## config.mk

```make
export PLATFORM = sky130hd
export DESIGN_NAME = mem_page_write_ctrl
export DESIGN_NICKNAME = d
export VERILOG_FILES = /design/src/rtl/mem_ctrl_pkg.sv /design/src/rtl/mem_nent_strobe.sv /design/src/rtl/mem_page_write_ctrl.sv
export SDC_FILE = /design/constraint.sdc
export NUM_CORES = 1
export LEC_CHECK = 0
export BUFFER_PORTS_ARGS = -buffer_cell sky130_fd_sc_hd__buf_2
export CORE_MARGIN = 5
export CORE_UTILIZATION = 50
export CTS_CLUSTER_DIAMETER = 100
export DETAILED_ROUTE_END_ITERATION = 7
export GPL_ROUTABILITY_DRIVEN = 0
export GPL_TIMING_DRIVEN = 0
export HOLD_SLACK_MARGIN = 0.03
export PLACE_DENSITY = 0.75
export SETUP_SLACK_MARGIN = 0.1
export SLEW_MARGIN = 15
export SYNTH_ARGS = -nofsm -noshare
export SYNTH_HDL_FRONTEND = slang
export SYNTH_SLANG_ARGS = --single-unit
export TNS_END_PERCENT = 50
```

## constraint.sdc

```tcl
create_clock -name clk -period 4.5 [get_ports clk]
set_input_delay 0.9 -clock clk [delete_from_list [all_inputs] [get_ports clk]]
set_output_delay 0.9 -clock clk [all_outputs]
set_load 0.005 [all_outputs]
```

## src/rtl/mem_ctrl_pkg.sv

```systemverilog
// Shared definitions for the paged tracklet memory and its write-side sequencer.
package mem_ctrl_pkg;

    localparam int NENT_W = 8;

    typedef enum logic [1:0] {
        IDLE   = 2'd0,
        ACTIVE = 2'd1,
        FULL   = 2'd2
    } state_t;

    // Ceiling log2. Also used by the memory so both sides agree on address widths.
    function automatic int clogb2(input int value);
        int r;
        r = 0;
        while ((1 << r) < value) begin
            r = r + 1;
        end
        return r;
    endfunction

endpackage

```

## src/rtl/mem_nent_strobe.sv

```systemverilog
// Builds the registered per-page nent_i / nent_we buses from close, open and
// live-count events. Each byte of nent_i holds the last value strobed into it.
module mem_nent_strobe
    import mem_ctrl_pkg::*;
#(
    parameter int NPAGE = 8
) (
    input  logic                      clk,
    input  logic                      rst_n,
    input  logic                      close_en,
    input  logic [clogb2(NPAGE)-1:0]  close_page,
    input  logic [NENT_W-1:0]         close_cnt,
    input  logic                      open_en,
    input  logic [clogb2(NPAGE)-1:0]  open_page,
    input  logic [NENT_W-1:0]         open_cnt,
    input  logic                      live_en,
    input  logic [clogb2(NPAGE)-1:0]  live_page,
    input  logic [NENT_W-1:0]         live_cnt,
    output logic [NENT_W*NPAGE-1:0]   nent_i,
    output logic [NPAGE-1:0]          nent_we
);

    logic [NENT_W*NPAGE-1:0] nent_nxt;
    logic [NPAGE-1:0]        we_nxt;

    // Merge events; open is applied after close so a reopened page reports its fresh count.
    always_comb begin
        nent_nxt = nent_i;
        we_nxt   = '0;
        if (close_en) begin
            we_nxt[close_page] = 1'b1;
            nent_nxt[int'(close_page)*NENT_W +: NENT_W] = close_cnt;
        end
        if (open_en) begin
            we_nxt[open_page] = 1'b1;
            nent_nxt[int'(open_page)*NENT_W +: NENT_W] = open_cnt;
        end
        if (live_en) begin
            we_nxt[live_page] = 1'b1;
            nent_nxt[int'(live_page)*NENT_W +: NENT_W] = live_cnt;
        end
    end

    // Register the strobes and values together so they reach the memory in the same cycle.
    always_ff @(posedge clk or negedge rst_n) begin
        if (!rst_n) begin
            nent_i  <= '0;
            nent_we <= '0;
        end else begin
            nent_i  <= nent_nxt;
            nent_we <= we_nxt;
        end
    end

endmodule

```

## src/rtl/mem_page_write_ctrl.sv

```systemverilog
// Write-side sequencer for the paged tracklet memory: maps each event (BX)
// to page bx mod NPAGE, writes its words to {page, entry}, counts entries
// per page and drives the per-page nent registers.
//
// state  | meaning
// IDLE   | no page open; incoming words are ignored
// ACTIVE | page open, words written at {page, cnt}
// FULL   | page holds PAGE_DEPTH entries; words are dropped and counted
module mem_page_write_ctrl
    import mem_ctrl_pkg::*;
#(
    parameter int RAM_WIDTH  = 18,
    parameter int RAM_DEPTH  = 1024,
    parameter int NPAGE      = 8,
    parameter int PAGE_DEPTH = RAM_DEPTH / NPAGE,
    parameter int LIVE_NENT  = 0,
    parameter int DROP_W     = 16
) (
    input  logic                           clk,
    input  logic                           rst_n,
    input  logic                           bx_start,
    input  logic [clogb2(NPAGE)-1:0]       bx,
    input  logic [RAM_WIDTH-1:0]           din,
    input  logic                           din_valid,
    output logic [clogb2(RAM_DEPTH)-1:0]   addra,
    output logic [RAM_WIDTH-1:0]           dina,
    output logic                           wea,
    output logic [NENT_W*NPAGE-1:0]        nent_i,
    output logic [NPAGE-1:0]               nent_we,
    output logic                           page_full,
    output logic [NPAGE-1:0]               overflow,
    output logic [DROP_W-1:0]              drop_cnt
);

    localparam int PW = clogb2(NPAGE);
    localparam int EW = clogb2(PAGE_DEPTH);

    state_t            state;
    state_t            state_nxt;
    logic [PW-1:0]     page;
    logic [NENT_W-1:0] cnt;
    logic [NENT_W-1:0] cnt_nxt;
    logic [NENT_W-1:0] cnt_inc;
    logic              accept;
    logic              drop;
    logic              close_en;
    logic              live_en;
    logic [PW-1:0]     wr_page;
    logic [EW-1:0]     wr_entry;

    // State register.
    always_ff @(posedge clk or negedge rst_n) begin
        if (!rst_n) begin
            state <= IDLE;
        end else begin
            state <= state_nxt;
        end
    end

    // Next state: a new event always opens a page; a page fills when cnt reaches PAGE_DEPTH.
    always_comb begin
        state_nxt = state;
        if (bx_start) begin
            state_nxt = (cnt_nxt == NENT_W'(PAGE_DEPTH)) ? FULL : ACTIVE;
        end else if (state == ACTIVE && cnt_nxt == NENT_W'(PAGE_DEPTH)) begin
            state_nxt = FULL;
        end
    end

    // Per-cycle decode; a word arriving with bx_start belongs to the new page at entry 0.
    always_comb begin
        accept   = din_valid && (bx_start || state == ACTIVE);
        drop     = din_valid && !bx_start && state == FULL;
        close_en = bx_start && state != IDLE;
        live_en  = (LIVE_NENT != 0) && accept && !bx_start;
        wr_page  = bx_start ? bx : page;
        wr_entry = bx_start ? '0 : cnt[EW-1:0];
        cnt_inc  = cnt + NENT_W'(1);
        if (bx_start) begin
            cnt_nxt = NENT_W'(din_valid);
        end else if (accept) begin
            cnt_nxt = cnt_inc;
        end else begin
            cnt_nxt = cnt;
        end
    end

    // Page/entry tracking, memory write port and drop bookkeeping.
    always_ff @(posedge clk or negedge rst_n) begin
        if (!rst_n) begin
            page     <= '0;
            cnt      <= '0;
            wea      <= 1'b0;
            addra    <= '0;
            dina     <= '0;
            overflow <= '0;
            drop_cnt <= '0;
        end else begin
            cnt <= cnt_nxt;
            wea <= accept;
            if (bx_start) begin
                page         <= bx;
                overflow[bx] <= 1'b0;
            end else if (drop) begin
                overflow[page] <= 1'b1;
            end
            if (accept) begin
                addra <= {wr_page, wr_entry};
                dina  <= din;
            end
            if (drop && drop_cnt != {DROP_W{1'b1}}) begin
                drop_cnt <= drop_cnt + DROP_W'(1);
            end
        end
    end

    assign page_full = (state == FULL);

    mem_nent_strobe #(
        .NPAGE (NPAGE)
    ) u_nent_strobe (
        .clk        (clk),
        .rst_n      (rst_n),
        .close_en   (close_en),
        .close_page (page),
        .close_cnt  (cnt),
        .open_en    (bx_start),
        .open_page  (bx),
        .open_cnt   (NENT_W'(din_valid)),
        .live_en    (live_en),
        .live_page  (page),
        .live_cnt   (cnt_inc),
        .nent_i     (nent_i),
        .nent_we    (nent_we)
    );

endmodule

```

After elaboration in Yosys (flattened, before gate mapping)
Cells that the tools add are included.

Register bits: 138. Bits of input ports: 25. Output and inout bits: 126. Word-level logic and storage cells: 62.

Add/sub/neg operators: 4. Magnitude comparators: 4. Equal/unequal tests: 4. Shifts and indexed selects: 4. Mux-type cells: 19. Bitwise logic cells: 4. Reductions and logical operators: 13.

Operators with widths (number): $bwmux 64 (2); $mux 64 (2); $shift 8x33->64 const A (2); $shiftx 8x33->64 (2); $neg 6->33 (2); $mux 8 (6); $add 16x1->16 const B (1); $ne 16x16->1 const B (1); $or 8x8->8 (2); $add 8x1->8 const B (1); $and 8x8->8 (1); $eq 8x8->1 const B (1); $logic_and 1x1->1 (8); $lt 3x4->1 const B (2); $not 8->8 (1); $mux 7 (1); $demux 1 s3 (2); $ge 3x1->1 const B (2); $mux 2 (3); $reduce_bool 2->1 (3); $mux 3 (1); $eq 2x1->1 const B (1); $eq 2x2->1 const B (1); $mux 1 (2); other kinds (2) (2).

Longest topological paths before layout
Depth after elaboration: 9. Mapped depth: 10. Depth with buffers taken out: 8.

Cells and area by module
Synthesis repeated with hierarchy kept, for this count alone.

Cells, all modules: 794. Area, all modules: 7568.5 um^2.

Modules (own cells, without submodules): mem_nent_strobe (instances 1, cells an instance 501, area each 4628.2 um^2, seq. area each 1801.7 um^2); mem_page_write_ctrl (instances 1, cells an instance 293, area each 2940.3 um^2, seq. area each 1651.6 um^2).

Worst setup path before layout
OpenSTA, ideal clock, no wires.

Path kind: input-to-reg. Start point: input port bx[0]. End point: register u_nent_strobe.nent_i[32]. Library setup time: 0.146 ns. Arrival: 2.510 ns. Data required time: 4.354 ns. Slack: 1.844 ns. Stages: 7. Buffers on the path: 1. Path through: clkbuf_1 inv_1 ha_1 ha_1 nand2_1 nor4b_2 o21ai_1.

Word-level cells in the longest chain between the ends: 4. Elaborated cells between the ends (all ways): 5. Classes of those cells: add/sub: 1; shift: 2; mux: 2.

Ends and longest elaborated chain: start: declaration (line mem_page_write_ctrl.sv:22) `input logic [clogb2(NPAGE)-1:0] bx,`; $neg 6->33 * (line mem_nent_strobe.sv:36) `nent_nxt[int'(open_page)*NENT_W +: NENT_W] = open_cnt;`; $shiftx 8x33->64 or $shift 8x33->64 (tied branches) (line mem_nent_strobe.sv:36); $bwmux 64 * (line mem_nent_strobe.sv:36); $mux 64 * (line mem_nent_strobe.sv:34) `if (open_en) begin`; via u_nent_strobe.nent_nxt[32] (line mem_nent_strobe.sv:23) `logic [NENT_W*NPAGE-1:0] nent_nxt;`; end signal: assignment (line mem_nent_strobe.sv:50) `nent_i <= nent_nxt;`; end: declaration (line mem_nent_strobe.sv:19) `output logic [NENT_W*NPAGE-1:0] nent_i,`.

Mark *: on every way through the listed nets, which the timed path passes. The rest lies on a longest branch. A chain may end at the register's enable or synchronous reset.

Worst setup path in the final report
Ends and elaborated chain as after synthesis.

==> out/qor.txt <==
Outcome - completed
Vias in the first global route - 5119
Synthesis-to-layout area growth - 25.4%
Worst Setup SP - bx[0]
Hold violation count in the final report - 0
Fin crit period - 2.92 ns
Synth cell types - 48
Die area - 14800 sq um
Synth Flop Type - dfrtp_1
Hold_sp - dina[1]$_DFFE_PN0P_
Post-CTS Setup Inserts - 0
Post-synth EDFFs - 0
Worst-Skew Late Latency - 0.43 ns
Ys Warns - 0
Slowest stage delay, CP - 0.84 ns
Pins Over Slew Limit - 0
Count of input and output buffers - 149
Share of post-route cells with drive strength above 1 - 25.8%
#FFs+latches synth - 138
Max-slew headroom - 36.3%
Core Area - 12100 sq um
Via count - 5044
Antenna Diode Count - 0
Routed WL - 16100 um
Post-Synthesis Cells - 608
Synth Cell Area - 6230 sq um
Syn_nets - 643
Setup CP Type - primary input to register
Synth async-reset ratio - 100%
Initial drt markers - 356
Sinks on Clock Net - 138
VDD IR-drop max - 0.000251 V
Initial antenna violation count - 0
Sequential cell area fraction in the yosys report - 55.4%
Post-route DRC violation count - 0
Die H - 122 um
Rows - 40
Dpl hpwl - 11600 um
Gr usage total - 22.5%
Max_cap viols - 0
Final setup fails - 0
Routed WL per cell - 16.8 um
First-pass GRT wire length - 26100 um
Initial Util - 51.5%
Die X - 122 um
# IOs - 151
Ratio of final minimum period to clock period - 64.9%
CP Cell Sequence - buf_2 -> clkbuf_1 -> inv_1 -> ha_1 -> ha_1 -> nand2_1 -> nor4b_2 -> o21ai_1
CP startpoint kind - primary input
Clk pin slew, worst setup/hold paths - 0.06 ns
TritonRoute pass-1 iters - 6
Critical R2R Launch - page[0]$_DFF_PN0_
CP Buf/Inv Count - 3
Largest net degree at the start of global routing - 78
Critical Path RT - 4.77 ns
Fmax - 343 MHz
Clock Root Buffer - clkbuf_16
CP Capture Type - register
Post-route setup TNS - 0 ns
Depth of the CTS H-tree - 4
Final Power - 3070 uW
Via/cell ratio - 5.27
CTS tree - yes
Slew @ Worst Pin - 0.952 ns
Pwr dens - 393 nW/um^2
Skew final - 0.0103 ns
NumNets Final - 812
Top Family by Delay on Critical Path - simple AND/OR/NAND/NOR gates
Hold buffer count at cts - 0
Avg Inst Size Synth - 10.3 sq um
Maximum clock path buffer count - 2
Total congestion overflow - 0
CP Data Arrival Time - 3.19 ns
Fillers - 1008
Crit path max fanout - 10
Num CTS Buffers - 17
Worst path slowest cell - nor4b_2
RSZ-0062 raised after global routing - no
Post-CTS sizing - 0
Post-DRT Antenna Nets - 0
Hold Crit Class - register to register
Crit path top cell by count - ha_1
Leakage power - 0.00395 uW
## registers in the layout (all words and copies together) (netlist names)
name                   count
cnt                        8
wea                        1
addra                     10
dina                      18
u_nent_strobe.nent_i      64
state                      2
u_nent_strobe.nent_we      8
drop_cnt                  16
page                       3
overflow                   8
## logic make-up after synthesis
| kind of cell | after synthesis | synth area share, % |
|---|---|---|
| buffers and inverters | 44 | 2.85 |
| DFF | 138 | 55.4 |
| and+or+nand+nor | 274 | 21.3 |
| adders and majority gates | 10 | 2.01 |
| xor gates and xnor gates | 21 | 2.95 |
| AOI/OAI and AO/OA | 67 | 6.67 |
| muxes | 54 | 8.77 |
## report_power, final
group	internal, uW	switching, uW
Sequential	1310	41.0
Combinational	125	203
Clock	885	512
## layout make-up
class / instances / area [sq um] / area share, %
well taps: 168 / 210 / 2.69
inverters: 12 / 45.0 / 0.576
multi-input cells: 426 / 2600 / 33.3
clock buffers: 25 / 505 / 6.47
clock inverters: 7 / 87.6 / 1.12
repair buffers: 150 / 779 / 9.97
plain buffers: 32 / 133 / 1.70
flip-flops and latches: 138 / 3450 / 44.2
## per-layer routing
layer	part of all wire (%)	vias to the layer above	wire length (um)	global-route usage, %
met1	42	2488	6740	27.7
met5	0	-	0	0
li1	-	2385	-	-
met4	1.4	0	228	7.28
met3	5.8	19	934	5.90
met2	51	152	8230	38.9
## synth_stat cells, types with 10 or more instances
| cell | instances | share of area [%] |
|---|---|---|
| nand3_1 | 21 | 1.7 |
| inv_1 | 11 | 0.66 |
| xor2_1 | 13 | 1.8 |
| dfrtp_1 | 138 | 55 |
| a21oi_1 | 18 | 1.4 |
| o21ai_0 | 29 | 2.3 |
| nor2_1 | 65 | 3.9 |
| nand2_1 | 116 | 7.0 |
| ha_1 | 10 | 2.0 |
| nand4_1 | 10 | 1.0 |
| mux2i_1 | 49 | 7.9 |
| and2_1 | 17 | 1.7 |
| clkbuf_1 | 26 | 1.6 |
## final timing paths
path,cells after the start,end,slack [ns]
max in group asynchronous,2,u_nent_strobe.nent_we[6]$_DFF_PN0_,3.27
worst min-delay path,2,dina[1]$_DFFE_PN0P_,0.47
worst max register to register,7,u_nent_strobe.nent_i[48]$_DFF_PN0_,2.06
worst max-delay path,8,u_nent_strobe.nent_i[32]$_DFF_PN0_,1.58
worst min register to register,2,dina[1]$_DFFE_PN0P_,0.47
min in group asynchronous,1,drop_cnt[7]$_DFFE_PN0P_,0.49
## worst min-delay path: stages, from the launching register on
cell and delay (ns):
dfrtp_1 0.34, nand2_1 0.05, nand2_1 0.06
## through the flow
step	setup WS [ns]	hold WS (ns)	cell area, sq um	instances	util [%]
after global placement	0.766	0.454	7190	925	59.3
after CTS	1.58	0.477	7820	958	64.5
after detailed placement	1.14	0.463	7220	926	59.6
final	1.58	0.471	7820	958	64.5
after floorplan	1.84	0.470	6230	608	-
after global routing	1.42	0.498	7820	958	64.5
## placed cells by master (no fill, tap or decap), types with 4 or more instances in the layout
cell type and count:
clkbuf_8 5, nand2_1 116, buf_2 151, mux2i_1 49
xnor2_1 8, inv_1 11, and3_1 5, o21ai_0 29
mux2_2 5, nor2_1 65, dfrtp_1 138, clkinv_2 4
nand4_1 10, a21oi_1 18, and2_1 17, ha_1 10
clkbuf_1 29, clkbuf_16 17, nand2b_1 9, nor2b_1 4
nor3_1 9, xor2_1 13, nand3_1 21
Power figures use the tool's default switching activity.
